$ cat src/rtl/tx_sched.sv
// tx_sched: round-robin two-requester scheduler for tx frames.
// Optional macro TX_SCHED_RETX_EN: resend the held frame after RETX_CYCLES idle.
module tx_sched #(
    parameter int FRAME_CYCLES = 16200,
    parameter int GAP_CYCLES   = 1000,
    parameter int RETX_CYCLES  = 1000000
) (
    input  logic         clk_in,
    input  logic         rst_in,
    input  logic         req_a_in,
    input  logic [161:0] frame_a_in,
    input  logic         req_b_in,
    input  logic [161:0] frame_b_in,
    output logic         grant_a_out,
    output logic         grant_b_out,
    output logic         trigger_out,
    output logic [161:0] val_out,
    output logic         busy_out
);

    typedef enum logic [1:0] {
        IDLE = 2'd0,
        SEND = 2'd1,
        GAP  = 2'd2
    } state_t;

    localparam logic [23:0] FRAME_LOAD = 24'(FRAME_CYCLES - 1);
    localparam logic [23:0] GAP_LOAD   = 24'((GAP_CYCLES > 0) ? GAP_CYCLES - 1 : 0);

    // Reject parameter values the 24-bit counters cannot honour.
    if (FRAME_CYCLES < 1 || FRAME_CYCLES > 24'hFFFFFF ||
        GAP_CYCLES < 0 || GAP_CYCLES > 24'hFFFFFF ||
        RETX_CYCLES < 1) begin : g_bad_param
        $error("tx_sched: parameter out of range");
    end

    state_t         state_q, state_d;
    logic [23:0]    cnt_q, cnt_d;
    logic           last_b_q, last_b_d;
    logic [161:0]   val_d;
    logic           grant_a_d, grant_b_d, trig_d;
    logic           any_req, win_a;

    assign any_req = req_a_in | req_b_in;
    // A wins when alone, or on a tie when B was granted last.
    assign win_a   = req_a_in & (~req_b_in | last_b_q);

`ifdef TX_SCHED_RETX_EN
    localparam logic [31:0] RETX_LIM = 32'(RETX_CYCLES - 1);

    logic        sent_q, sent_d;
    logic [31:0] idle_q, idle_d;
    logic        retx_due;

    assign retx_due = (state_q == IDLE) && !any_req && sent_q && (idle_q == RETX_LIM);

    // Count consecutive request-free IDLE cycles, saturating at the resend point.
    always_comb begin
        idle_d = '0;
        if (state_q == IDLE && !any_req && !retx_due)
            idle_d = (idle_q == RETX_LIM) ? idle_q : idle_q + 32'd1;
    end

    // Idle counter and "a frame has been sent" flag.
    always_ff @(posedge clk_in or posedge rst_in) begin
        if (rst_in) begin
            idle_q <= '0;
            sent_q <= 1'b0;
        end else begin
            idle_q <= idle_d;
            sent_q <= sent_d;
        end
    end
`endif

    // Next-state, counter reload and capture decisions.
    always_comb begin
        state_d   = state_q;
        cnt_d     = cnt_q;
        last_b_d  = last_b_q;
        val_d     = val_out;
        grant_a_d = 1'b0;
        grant_b_d = 1'b0;
        trig_d    = 1'b0;
`ifdef TX_SCHED_RETX_EN
        sent_d    = sent_q;
`endif
        unique case (state_q)
            IDLE: begin
                if (any_req) begin
                    state_d   = SEND;
                    cnt_d     = FRAME_LOAD;
                    val_d     = win_a ? frame_a_in : frame_b_in;
                    last_b_d  = ~win_a;
                    grant_a_d = win_a;
                    grant_b_d = ~win_a;
                    trig_d    = 1'b1;
`ifdef TX_SCHED_RETX_EN
                    sent_d    = 1'b1;
                end else if (retx_due) begin
                    state_d   = SEND;
                    cnt_d     = FRAME_LOAD;
                    trig_d    = 1'b1;
`endif
                end
            end
            SEND: begin
                if (cnt_q == 24'd0) begin
                    if (GAP_CYCLES > 0) begin
                        state_d = GAP;
                        cnt_d   = GAP_LOAD;
                    end else begin
                        state_d = IDLE;
                        cnt_d   = 24'd0;
                    end
                end else begin
                    cnt_d = cnt_q - 24'd1;
                end
            end
            GAP: begin
                if (cnt_q == 24'd0) begin
                    state_d = IDLE;
                    cnt_d   = 24'd0;
                end else begin
                    cnt_d = cnt_q - 24'd1;
                end
            end
            default: begin
                state_d = IDLE;
                cnt_d   = 24'd0;
            end
        endcase
    end

    // State, counter and registered output pulses.
    always_ff @(posedge clk_in or posedge rst_in) begin
        if (rst_in) begin
            state_q     <= IDLE;
            cnt_q       <= '0;
            last_b_q    <= 1'b1;
            val_out     <= '0;
            grant_a_out <= 1'b0;
            grant_b_out <= 1'b0;
            trigger_out <= 1'b0;
        end else begin
            state_q     <= state_d;
            cnt_q       <= cnt_d;
            last_b_q    <= last_b_d;
            val_out     <= val_d;
            grant_a_out <= grant_a_d;
            grant_b_out <= grant_b_d;
            trigger_out <= trig_d;
        end
    end

    assign busy_out = (state_q != IDLE);

endmodule

$ cat config.mk
export PLATFORM = sky130hd
export DESIGN_NAME = tx_sched
export DESIGN_NICKNAME = d
export VERILOG_FILES = /design/src/rtl/tx_sched.sv
export SDC_FILE = /design/constraint.sdc
export NUM_CORES = 1
export LEC_CHECK = 0
export CAP_MARGIN = 10
export CORE_AREA = 3 3 190 192
export DETAILED_ROUTE_END_ITERATION = 6
export DIE_AREA = 0 0 193 195
export GPL_TIMING_DRIVEN = 0
export PLACE_DENSITY = 0.55
export SYNTH_ARGS = -nofsm -noshare
export SYNTH_HDL_FRONTEND = slang
export SYNTH_SLANG_ARGS = --single-unit
export TNS_END_PERCENT = 50
$ cat constraint.sdc
create_clock -name clk_in -period 12.5 [get_ports clk_in]
set_input_delay 3.125 -clock clk_in [delete_from_list [all_inputs] [get_ports clk_in]]
set_output_delay 3.125 -clock clk_in [all_outputs]
set_load 0.1 [all_outputs]
# == Word-level counts from Yosys, hierarchy flattened ==
# Index checks and enable logic that the tools add are counted.
# word_totals
reg_bits,192
out_inout_bits,166
word_cells,38
# op_classes
n_bitwise,5
reduce_logical,5
add_sub_neg,1
n_eq_ne,5
n_mux,15
# op_table
op,n
two-way mux 162 bit,1
two-way mux 24 bit,3
case mux 24 bit (3 select lines),1
zero test 24 bit,1
subtractor 24 x 1 -> 24 bit (second input constant),1
two-way mux 1 bit,6
two-way mux 2 bit,3
inequality test 2 bit (second input constant),3
case mux 2 bit (3 select lines),1
AND reduction 3 bit,1
equality test 2 x 1 -> 1 bit (second input constant),1
equality test 2 bit (second input constant),1
zero test 2 bit,1
NOT 1 bit,2
bitwise OR 1 bit,2
AND reduction 2 bit,1
nonzero test 2 bit,1
AND 1 bit,1

# == Longest topological paths before layout ==
# Gate-level depths: netlist of run 1.
# depth
ltp_word,6
ltp_mapped,8

# == Worst setup path after synthesis of run 1 ==
# Ideal clock, no wire load.
# synth_timing
path_kind,register to output
start,reg state_q[1]
end,out busy_out
setup_slack_ns,8.040
arrival_time_ns,1.335
n_path_buf,1
path_stages_with_launch,4
path_cell_list,dfrtp_1 -> clkbuf_1 -> nor2_1 -> inv_1
# synth_between
elab_chain_cells,1
# synth_rtl
item,line_no,rtl
start: declaration,37,"state_t state_q, state_d;"
start signal: assignment,146,state_q <= state_d;
nonzero test 2 bit,156,assign busy_out = (state_q != IDLE);
end: declaration,18,output logic busy_out
# Every way passes these cells.

# == Worst setup path after layout of run 1 ==
# Same ends and word-level chain as after synthesis.

==> metrics.txt, run 1 <==
gp weighted congestion 0.807; Worst path slowest cell clkdlybuf4s50_1; Max Clock Skew approximately 0.014 ns; Hold Fails Final Rpt 0; CP Buf/Inv Count 3; global route total overflow 0; Post-Syn Area 9070 µm²; DP Wirelength 29,500 µm; Async S/R FF share, synth 100%; # IOs 494; initial antenna violation count 0; Cells after Synth 898; largest net degree at the start of global routing 116; Die X ~190 µm; CTS sink count approximately 190; CTS max path bufs 2; Clock Latency Late Sink 0.44 ns; Core Region between 30,000 and 40,000 µm²; GRT Util Overall 19.3%; post-CTS setup buffers 0; Root Buffer clkbuf_16; layout cells sized above 1 4.07%; Yosys reg bits 192; P&R area growth vs syn 67.7%; Final Util 44.0%; setup TNS 0 ns; Vias roughly 8,600; grt met1 use 22.8%; Worst EP required 9.38 ns; global-route wire length before repair 54,700 µm; Cell Pwr Density 121 nW/µm²; kind of end point of the critical path output pin; CTS buffer count 17; Top Usage Layer GRT met2; worst hold path class reg -> reg; Worst-path clk slew 0.08 ns; crit-path leading delay family buffers and inverters; # nets final 1,740; Slew Viols, Final 0; Syn Nets 1,227; fin crit share between 40% and 50%; commonest cells after routing, fill and taps aside clkdlybuf4s50_1, dfrtp_1, nand2_1; CP arrival 2.68 ns; Initial Util about a quarter; drt total wl 37,300 µm; DIE AREA 37,600 µm²; detailed-route DRC error count 0; post-route ant nets 0; initial DRC count 323; # setup viols final 0; # fillers 3,444; CTS tree built; Netlist cell types 49; GR Layer Usage met3 4.92%; fin crit period 5.81 ns; RSZ-0062 raised after global routing no; CP max FO 9; top_reg_cell synth dfrtp_1; H-tree depth 4; commonest non-fill, non-tap cell in the layout clkdlybuf4s50_1; Yosys top cell area share 52.7%; largest area contributor in the netlist dfrtp_1; WL/cell 19.8 µm; grt met2 use between 30% and 40%; max-cap viol count 0; Area contributors post-synth dfrtp_1, mux2i_1, o21ai_0; height of the die 195 µm; FMAX 0.172 GHz; status finished, final reports clean; vias per cell 4.56; register area 4810 µm²; Seq/Total Area, Yosys between 50% and 60%; IO buf count 493; vias in the first global route approximately 9,000; number of synthesized flops with an enable pin 0; standby leakage power 0.00682 µW; worst setup path class reg -> out; crit path cell chain clkbuf_1, nor2_1, inv_1, clkdlybuf4s50_1; standard-cell row count 68; synth warn 0; Syn Area/Cell 10.1 µm²; DRT Pass-1 Iters 5; Multi-input gate area between 3000 and 4000 µm²; antenna cells 0; CTS resizes 0; cts hold-fix bufs 0; crit-path max cell delay 1.02 ns; Max VDD drop 0.0940 mV; Worst Tran Pin Value 1.11 ns; Rel. slew slack 25.9%; Startpoint Class flop
==> report_power, final <==
| part | switching (µW) | internal (µW) |
|---|---|---|
| Clock | 272 | 302 |
| Combinational | 358 | 206 |
| Sequential | 38.5 | 669 |
| Total | 669 | 1180 |
==> worst register-to-register path: stages (launching register included) <==
cell      delay, ns
dfrtp_1        0.32
clkbuf_1       0.33
nor2_1         0.25
o21ai_1        0.31
clkbuf_1       0.58
clkbuf_1       0.59
clkbuf_1       0.58
nand2_1        0.10
o21ai_0        0.10
==> through the flow <==
stage               hold slack, ns  worst slack [ns]  cells  area (µm²)  total power [µW]
floorplan                    0.465              4.15    898        9070              1060
global placement             0.460              1.09   1846       14600              1290
detailed placement           0.469              6.10   1847       14600              1290
CTS                          0.485              6.56   1879       15200              1870
global route                 0.502              6.38   1879       15200              1930
finish                       0.480              6.69   1879       15200              1850
==> logic make-up (layout without fill, tap and decap cells) <==
group | after synthesis | in the layout | share of synthesized area [%]
flops | 192 | 192 | 53.0
xor+xnor | 8 | 8 | 0.773
buf+inv | 76 | 602 | 3.42
fa+ha+maj | 1 | 1 | 0.138
simple gates | 246 | 246 | 11.9
mux | 162 | 162 | 17.9
compound gates | 213 | 213 | 12.9
==> routing by layer <==
metal | vias up | wire (µm)
li1 | 4166 | -
met1 | 4042 | 14700
met2 | 331 | 19200
met3 | 28 | 2710
met4 | 0 | 678
met5 | - | 0
==> cell type report <==
class,count,share of cell area [%]
plain buffers,66,1.79
clock buffers,17,2.80
clock inverters,15,1.14
inverters,10,0.296
multi-input cells,630,26.0
flip-flops and latches,192,31.6
well taps,455,3.74
repair buffers,494,32.6
==> registers in the layout (all words and copies together), names as in the netlist <==
name	count
state_q	2
cnt_q	24
last_b_q	1
grant_a_out	1
trigger_out	1
grant_b_out	1
val_out	162
==> synth_stat cells (3+ instances only) <==
master and number:
mux2i_1 162, o21ai_0 165, or3_1 4, clkbuf_1 43, inv_1 10, nand3_1 12
dfrtp_1 191, or4_1 3, buf_1 13, nor4_1 6, a21oi_1 10, nor3_1 9
a211oi_1 3, nand2_1 178, o21ai_1 5, a31oi_1 10, nor2_1 17, o311ai_0 3
buf_2 8, xnor2_1 8
==> worst paths after layout <==
kind / start / end / slack [ns] / cells past startpoint
min reg2reg: val_out[152]$_DFFE_PP0P_ / val_out[152]$_DFFE_PP0P_ / 0.48 / 2
min: val_out[152]$_DFFE_PP0P_ / val_out[152]$_DFFE_PP0P_ / 0.48 / 2
min in group asynchronous: rst_in / val_out[7]$_DFFE_PP0P_ / 3.14 / 2
max in group asynchronous: rst_in / cnt_q[4]$_DFFE_PP0P_ / 8.35 / 3
max: state_q[1]$_DFFE_PP0P_ / busy_out / 6.69 / 4
max reg2reg: state_q[1]$_DFFE_PP0P_ / val_out[72]$_DFFE_PP0P_ / 9.26 / 8
Note: power is estimated with default switching activity, not from simulation.
==> run 2: changes to the inputs <==
--- a/config.mk
+++ b/config.mk
@@ -6,11 +6,11 @@
 export NUM_CORES = 1
 export LEC_CHECK = 0
 export CAP_MARGIN = 10
-export CORE_AREA = 3 3 190 192
+export CORE_AREA = 3 3 192 194
 export DETAILED_ROUTE_END_ITERATION = 6
-export DIE_AREA = 0 0 193 195
+export DIE_AREA = 0 0 195 197
 export GPL_TIMING_DRIVEN = 0
-export PLACE_DENSITY = 0.55
+export PLACE_DENSITY = 0.54
 export SYNTH_ARGS = -nofsm -noshare
 export SYNTH_HDL_FRONTEND = slang
 export SYNTH_SLANG_ARGS = --single-unit
==> constraint.sdc (replaced) <==
create_clock -name clk_in -period 6 [get_ports clk_in]
set_input_delay 1.5 -clock clk_in [delete_from_list [all_inputs] [get_ports clk_in]]
set_output_delay 1.5 -clock clk_in [all_outputs]
set_load 0.1 [all_outputs]
==> run 2 against run 1 <==
  * Critical path depth is the same
  * Global-route usage grew 0.084 points
  * Largest cell class unchanged
  * Die area increased by 2.1%
  * Non-clock buffer count increased by 5
  * Clock-buffer cell count grew 3
  * Flip-flop and latch count stayed put
  * Core utilization fell by 0.88 points
  * Sequential share of layout area shrank 0.13 points
==> metrics.txt, run 2 (synthesis gave the netlist of run 1 again) <==
# setup viols final 0 (unchanged); H-tree depth 4 (unchanged); GRT Util Overall 19.4% (was 19.3%); global-route wire length before repair 56,800 µm (was 54,700 µm); fin worst setup slack 1.81 ns (was 6.69 ns); crit-path max cell delay 1.02 ns (about the same); # IOs 494 (unchanged); layout cells sized above 1 4.27% (was 4.07%); global route total overflow 0 (unchanged); FMAX around 0.24 GHz; Worst Tran Pin Value 1.15 ns (was 1.11 ns); CTS max path bufs 2 (unchanged); detailed-route DRC error count 0 (unchanged); # fillers 3,530 (was 3,444); Startpoint Class flop (unchanged); Worst path slowest cell clkdlybuf4s50_1 (unchanged); CTS resizes 0 (unchanged); crit path from state_q[1]$_DFFE_PP0P_ (unchanged); Initial Util 25.6% (was 26.3%); standby leakage power 0.00685 µW (was 0.00682 µW); RSZ-0062 raised after global routing no (unchanged); kind of end point of the critical path output pin (unchanged); gp weighted congestion 0.834 (was 0.807); crit path cell chain clkbuf_1, nor2_1, inv_1, clkdlybuf4s50_1 (unchanged); initial DRC count 282 (was 323); largest registers val_out: 162 flops, cnt_q: 24 flops, state_q: 2 flops (unchanged); fin crit share 69.9%; CP arrival 2.69 ns (was 2.68 ns); initial antenna violation count 1 (was 0); Max VDD drop 0.187 mV (was 0.0940 mV); Hold Fails Final Rpt 0 (unchanged); worst hold path class reg -> reg (unchanged); GR Layer Usage met3 5.66% (was 4.92%); drt total wl 37,900 µm (was 37,300 µm); commonest cells after routing, fill and taps aside clkdlybuf4s50_1, dfrtp_1, nand2_1 (unchanged); Setup WS pre-CTS 1.35 ns (was 6.10 ns); worst setup path class reg -> out (unchanged); Die X 195 µm (was 193 µm); vias per cell 4.57 (was 4.56); setup TNS 0 ns (unchanged); status finished, final reports clean (unchanged); min-delay src val_out[158]$_DFFE_PP0P_ (was val_out[152]$_DFFE_PP0P_); worst r2r src state_q[1]$_DFFE_PP0P_ (unchanged); vias in the first global route 9,158 (was 9,033); Rel. slew slack 23.2% (was 25.9%); CP Buf/Inv Count 3 (unchanged); height of the die 197 µm (was 195 µm); post-route ant nets 0 (unchanged); standard-cell row count 69 (was 68); Cell Pwr Density 249 nW/µm² (was 121 nW/µm²); commonest non-fill, non-tap cell in the layout clkdlybuf4s50_1 (unchanged); Root Buffer clkbuf_16 (unchanged); CP max FO 9 (unchanged); crit-path leading delay family buffers and inverters (unchanged); cts hold-fix bufs 0 (unchanged); DIE AREA 38,400 µm² (was 37,600 µm²); post-CTS setup buffers 0 (unchanged); Worst-path clk slew 0.07 ns (was 0.08 ns); Vias 8,637 (was 8,567); max-cap viol count 0 (unchanged); CTS tree built (unchanged); CTS sink count 192 (unchanged); Max Clock Skew 0.0125 ns (was 0.0136 ns); CTS buffer count 17 (unchanged); WL/cell 20.0 µm (was 19.8 µm); DP Wirelength 30,700 µm (was 29,500 µm); Core Region 35,400 µm² (was 34,500 µm²); Slew Viols, Final 0 (unchanged); number of flip-flops in the largest register 162 (unchanged); P&R area growth vs syn 68.4% (was 67.7%); largest register by flop count val_out (unchanged); fin crit period ~4.2 ns; IO buf count 493 (unchanged); Clock Latency Late Sink 0.44 ns (about the same); largest net degree at the start of global routing 40 (was 116); grt met2 use 35.7% (was 34.8%); grt met1 use 22.3% (was 22.8%); DRT Pass-1 Iters 5 (unchanged); # nets final 1,745 (was 1,740); Worst EP required 4.50 ns (was 9.38 ns); Top Usage Layer GRT met2 (unchanged)
-- run 2: changes by cell type in the layout (fill, tap and decap cells not counted), sizes merged --
| cell | before | now |
|---|---|---|
| buf | 24 | 29 |
| bufinv | 2 | 1 |
| clkbuf | 60 | 63 |
| clkinv | 3 | 2 |
| diode | 0 | 1 |
| inv | 17 | 16 |
-- run 2: area by class of cell --
type / instances / area (µm²) / area share [%]
tap: 461 / 577 / 3.78
buffer: 66 / 273 / 1.79
clock inverter: 12 / 123 / 0.803
sequential: 192 / 4810 / 31.5
antenna: 1 / 2.50 / 0.0164
timing repair buffer: 499 / 5050 / 33.1
multi-input combinational: 630 / 3950 / 25.9
clock buffer: 20 / 447 / 2.92
inverter: 10 / 41.3 / 0.270
-- run 2: through the flow --
| stage | area [µm²] | util, % | cells | power, µW | hold WS, ns |
|---|---|---|---|---|---|
| finish | 15300 | 43.1 | 1891 | 3800 | 0.476 |
| CTS | 15300 | 43.1 | 1889 | 3850 | 0.485 |
| global route | 15300 | 43.1 | 1890 | 3980 | 0.497 |
| global placement | 14600 | 41.2 | 1852 | 2680 | 0.461 |
| floorplan | 9070 | - | 898 | 2220 | 0.465 |
| detailed placement | 14700 | 41.5 | 1857 | 2700 | 0.469 |
-- run 2: worst paths after layout --
| kind | to | slack [ns] | depth (start not counted) |
|---|---|---|---|
| max in group asynchronous | val_out[86]$_DFFE_PP0P_ | 3.58 | 4 |
| worst min-delay path | val_out[158]$_DFFE_PP0P_ | 0.48 | 2 |
| worst max-delay path | busy_out | 1.81 | 4 |
| worst max register to register | val_out[68]$_DFFE_PP0P_ | 2.89 | 8 |
| worst min register to register | val_out[158]$_DFFE_PP0P_ | 0.48 | 2 |
| min in group asynchronous | val_out[46]$_DFFE_PP0P_ | 1.52 | 2 |
-- run 2: worst register-to-register path, delay by kind of cell (launching register included) --
family                 cells  cell delay, ns
AO/OA/AOI/OAI              2            0.38
buffers and inverters      4            1.96
flip-flops                 1            0.32
AND/OR/NAND/NOR            2            0.37
-- run 2: report_power, final --
part	internal, µW	switching [µW]
clock network	596	541
registers	1390	82.4
logic	435	751
-- run 2: layer usage --
metal  up-vias  part of all wire (%)
li1       4175                     -
met1      4110                    39
met2       327                    53
met3        23                   7.4
met4         2                   1.3
met5         -                 0.021
==> run 3: changes to the inputs <==
==> constraint.sdc (replaced) <==
create_clock -name clk_in -period 4 [get_ports clk_in]
set_input_delay 1 -clock clk_in [delete_from_list [all_inputs] [get_ports clk_in]]
set_output_delay 1 -clock clk_in [all_outputs]
set_load 0.1 [all_outputs]
==> results of run 3 <==
The final DEF is identical to that of run 2. Status: finished, final reports clean.
Among the figures that moved: setup slack after placement 1.35 ns -> -0.149 ns; setup slack after layout 1.81 ns -> 0.309 ns; register-to-register setup slack 2.89 ns -> 0.89 ns; total power 3800 µW -> 5700 µW; worst IR drop on VDD 0.187 mV -> 0.280 mV
==> patch, RTL diff (settings of run 3) <==
Build with the macro `TX_SCHED_RETX_EN` defined.
--- a/src/rtl/tx_sched.sv
+++ b/src/rtl/tx_sched.sv
@@ -2,2 +2,4 @@
 // Optional macro TX_SCHED_RETX_EN: resend the held frame after RETX_CYCLES idle.
+`define TX_SCHED_RETX_EN
+
 module tx_sched #(
Function: no difference found for any inputs over 4 cycles, from zero or initial values and one cycle with rst_in high; that may be too few to reach the edited logic, so the function may still have changed.
==> patch against run 3 <==
  * Area after synthesis is 20% higher
  * Combinational power is 69% higher
  * Hold slack hardly changed
  * Sequential power is 23% higher
  * Setup slack worse by 0.062 ns
  * Cell area is 14% higher
  * Critical path type unchanged
  * Total power is 44% higher
  * Global-route usage is 3.0 points higher
  * Maximum frequency is 1.7% lower
  * Largest power group is now combinational cells
  * Routed wire length is 18% higher
  * Sequential cell count is 33 higher
==> patch: results (changes against run 3) <==
| Metric | Value |
|---|---|
| Outcome | finished, final reports clean |
| Hold EP | val_out[51]$_DFFE_PP0P_ |
| GP Congestion | 0.8761 (+5.0%) |
| Post-Synth Adder-Cell Area | 0.3439% (+0.21 points) |
| Register area share after synthesis | 51.60% (-1.4 points) |
| Placed Cells incl. Taps | 2039 (+9.8%) |
| Initial antenna violation count | 2 (+1) |
| Netlist cell types | 60 (+22%) |
| Worst Skew | 0.01157 ns (-0.0009317 ns) |
| Htree depth | 1 (-3) |
| GRT Total Usage | 22.37% (+3.0 points) |
| Xor-xnor portion of the synthesized cell area | 2.728% (+2.0 points) |
| Met1 Routed Length | 18520 um (+26%) |
| Ant diodes | 0 (-1) |
| Syn Nets | 1409 (+15%) |
| Worst-Skew Late Latency | 0.53 ns (+0.09 ns) |
| Actual slew at the worst max-slew pin | 1.142 ns (-0.006363 ns) |
| Cts bufs inserted | 27 (+10) |
| IR drop worst, VDD | 0.0002857 V (+2.1%) |
| Vias in the first global route | 10201 (+11%) |
| Wirelength per Cell | 21.48 um (+7.3%) |
| Leak | 7.830 nW (+14%) |
| Crit path max-delay cell type | dlygate4sd2_1 |
| 1st-iter DRT viols | 394 (+40%) |
| Met2 wire length | 23000 um (+16%) |
| Mean number of vias per cell | 4.778 (+4.6%) |
| Achievable Freq | 266.4 MHz (-1.7%) |
| Placed inst area | 16570 um^2 (+13%) |
| Hold Slack | 0.4760 ns (-0.0001510 ns) |
| Top cells by area, synth | dfrtp_1, mux2i_1, o21ai_0 |
| Met3 usage | 4.410% (-1.2 points) |
==> patch: cell types whose count changed in the layout (fill, tap and decap cells not counted), moves of 17 or more <==
cell | before | now
nor2_1 | 17 | 43
xor2_1 | 0 | 23
nand4_1 | 1 | 18
dfrtp_1 | 191 | 224
==> patch: final cells by class <==
class / count / area [um^2] / area share [%]
Tap cell: 461 / 576.8 / 3.306
Clock buffer: 35 / 745.7 / 4.274
Inverter: 15 / 60.06 / 0.3442
Multi-Input combinational cell: 766 / 4877 / 27.95
Clock inverter: 12 / 135.1 / 0.7744
Buffer: 72 / 349.1 / 2.001
Sequential cell: 225 / 5632 / 32.27
Timing Repair Buffer: 500 / 5074 / 29.08
==> patch: worst reg2reg max path, stage by stage, from the launching register on <==
cell and delay (ns):
dfrtp_1 0.43, nor2_1 0.17, o21ai_1 0.32, clkbuf_1 0.38, clkbuf_1 0.75, clkbuf_1 0.46
nand2_1 0.11, o21ai_0 0.10
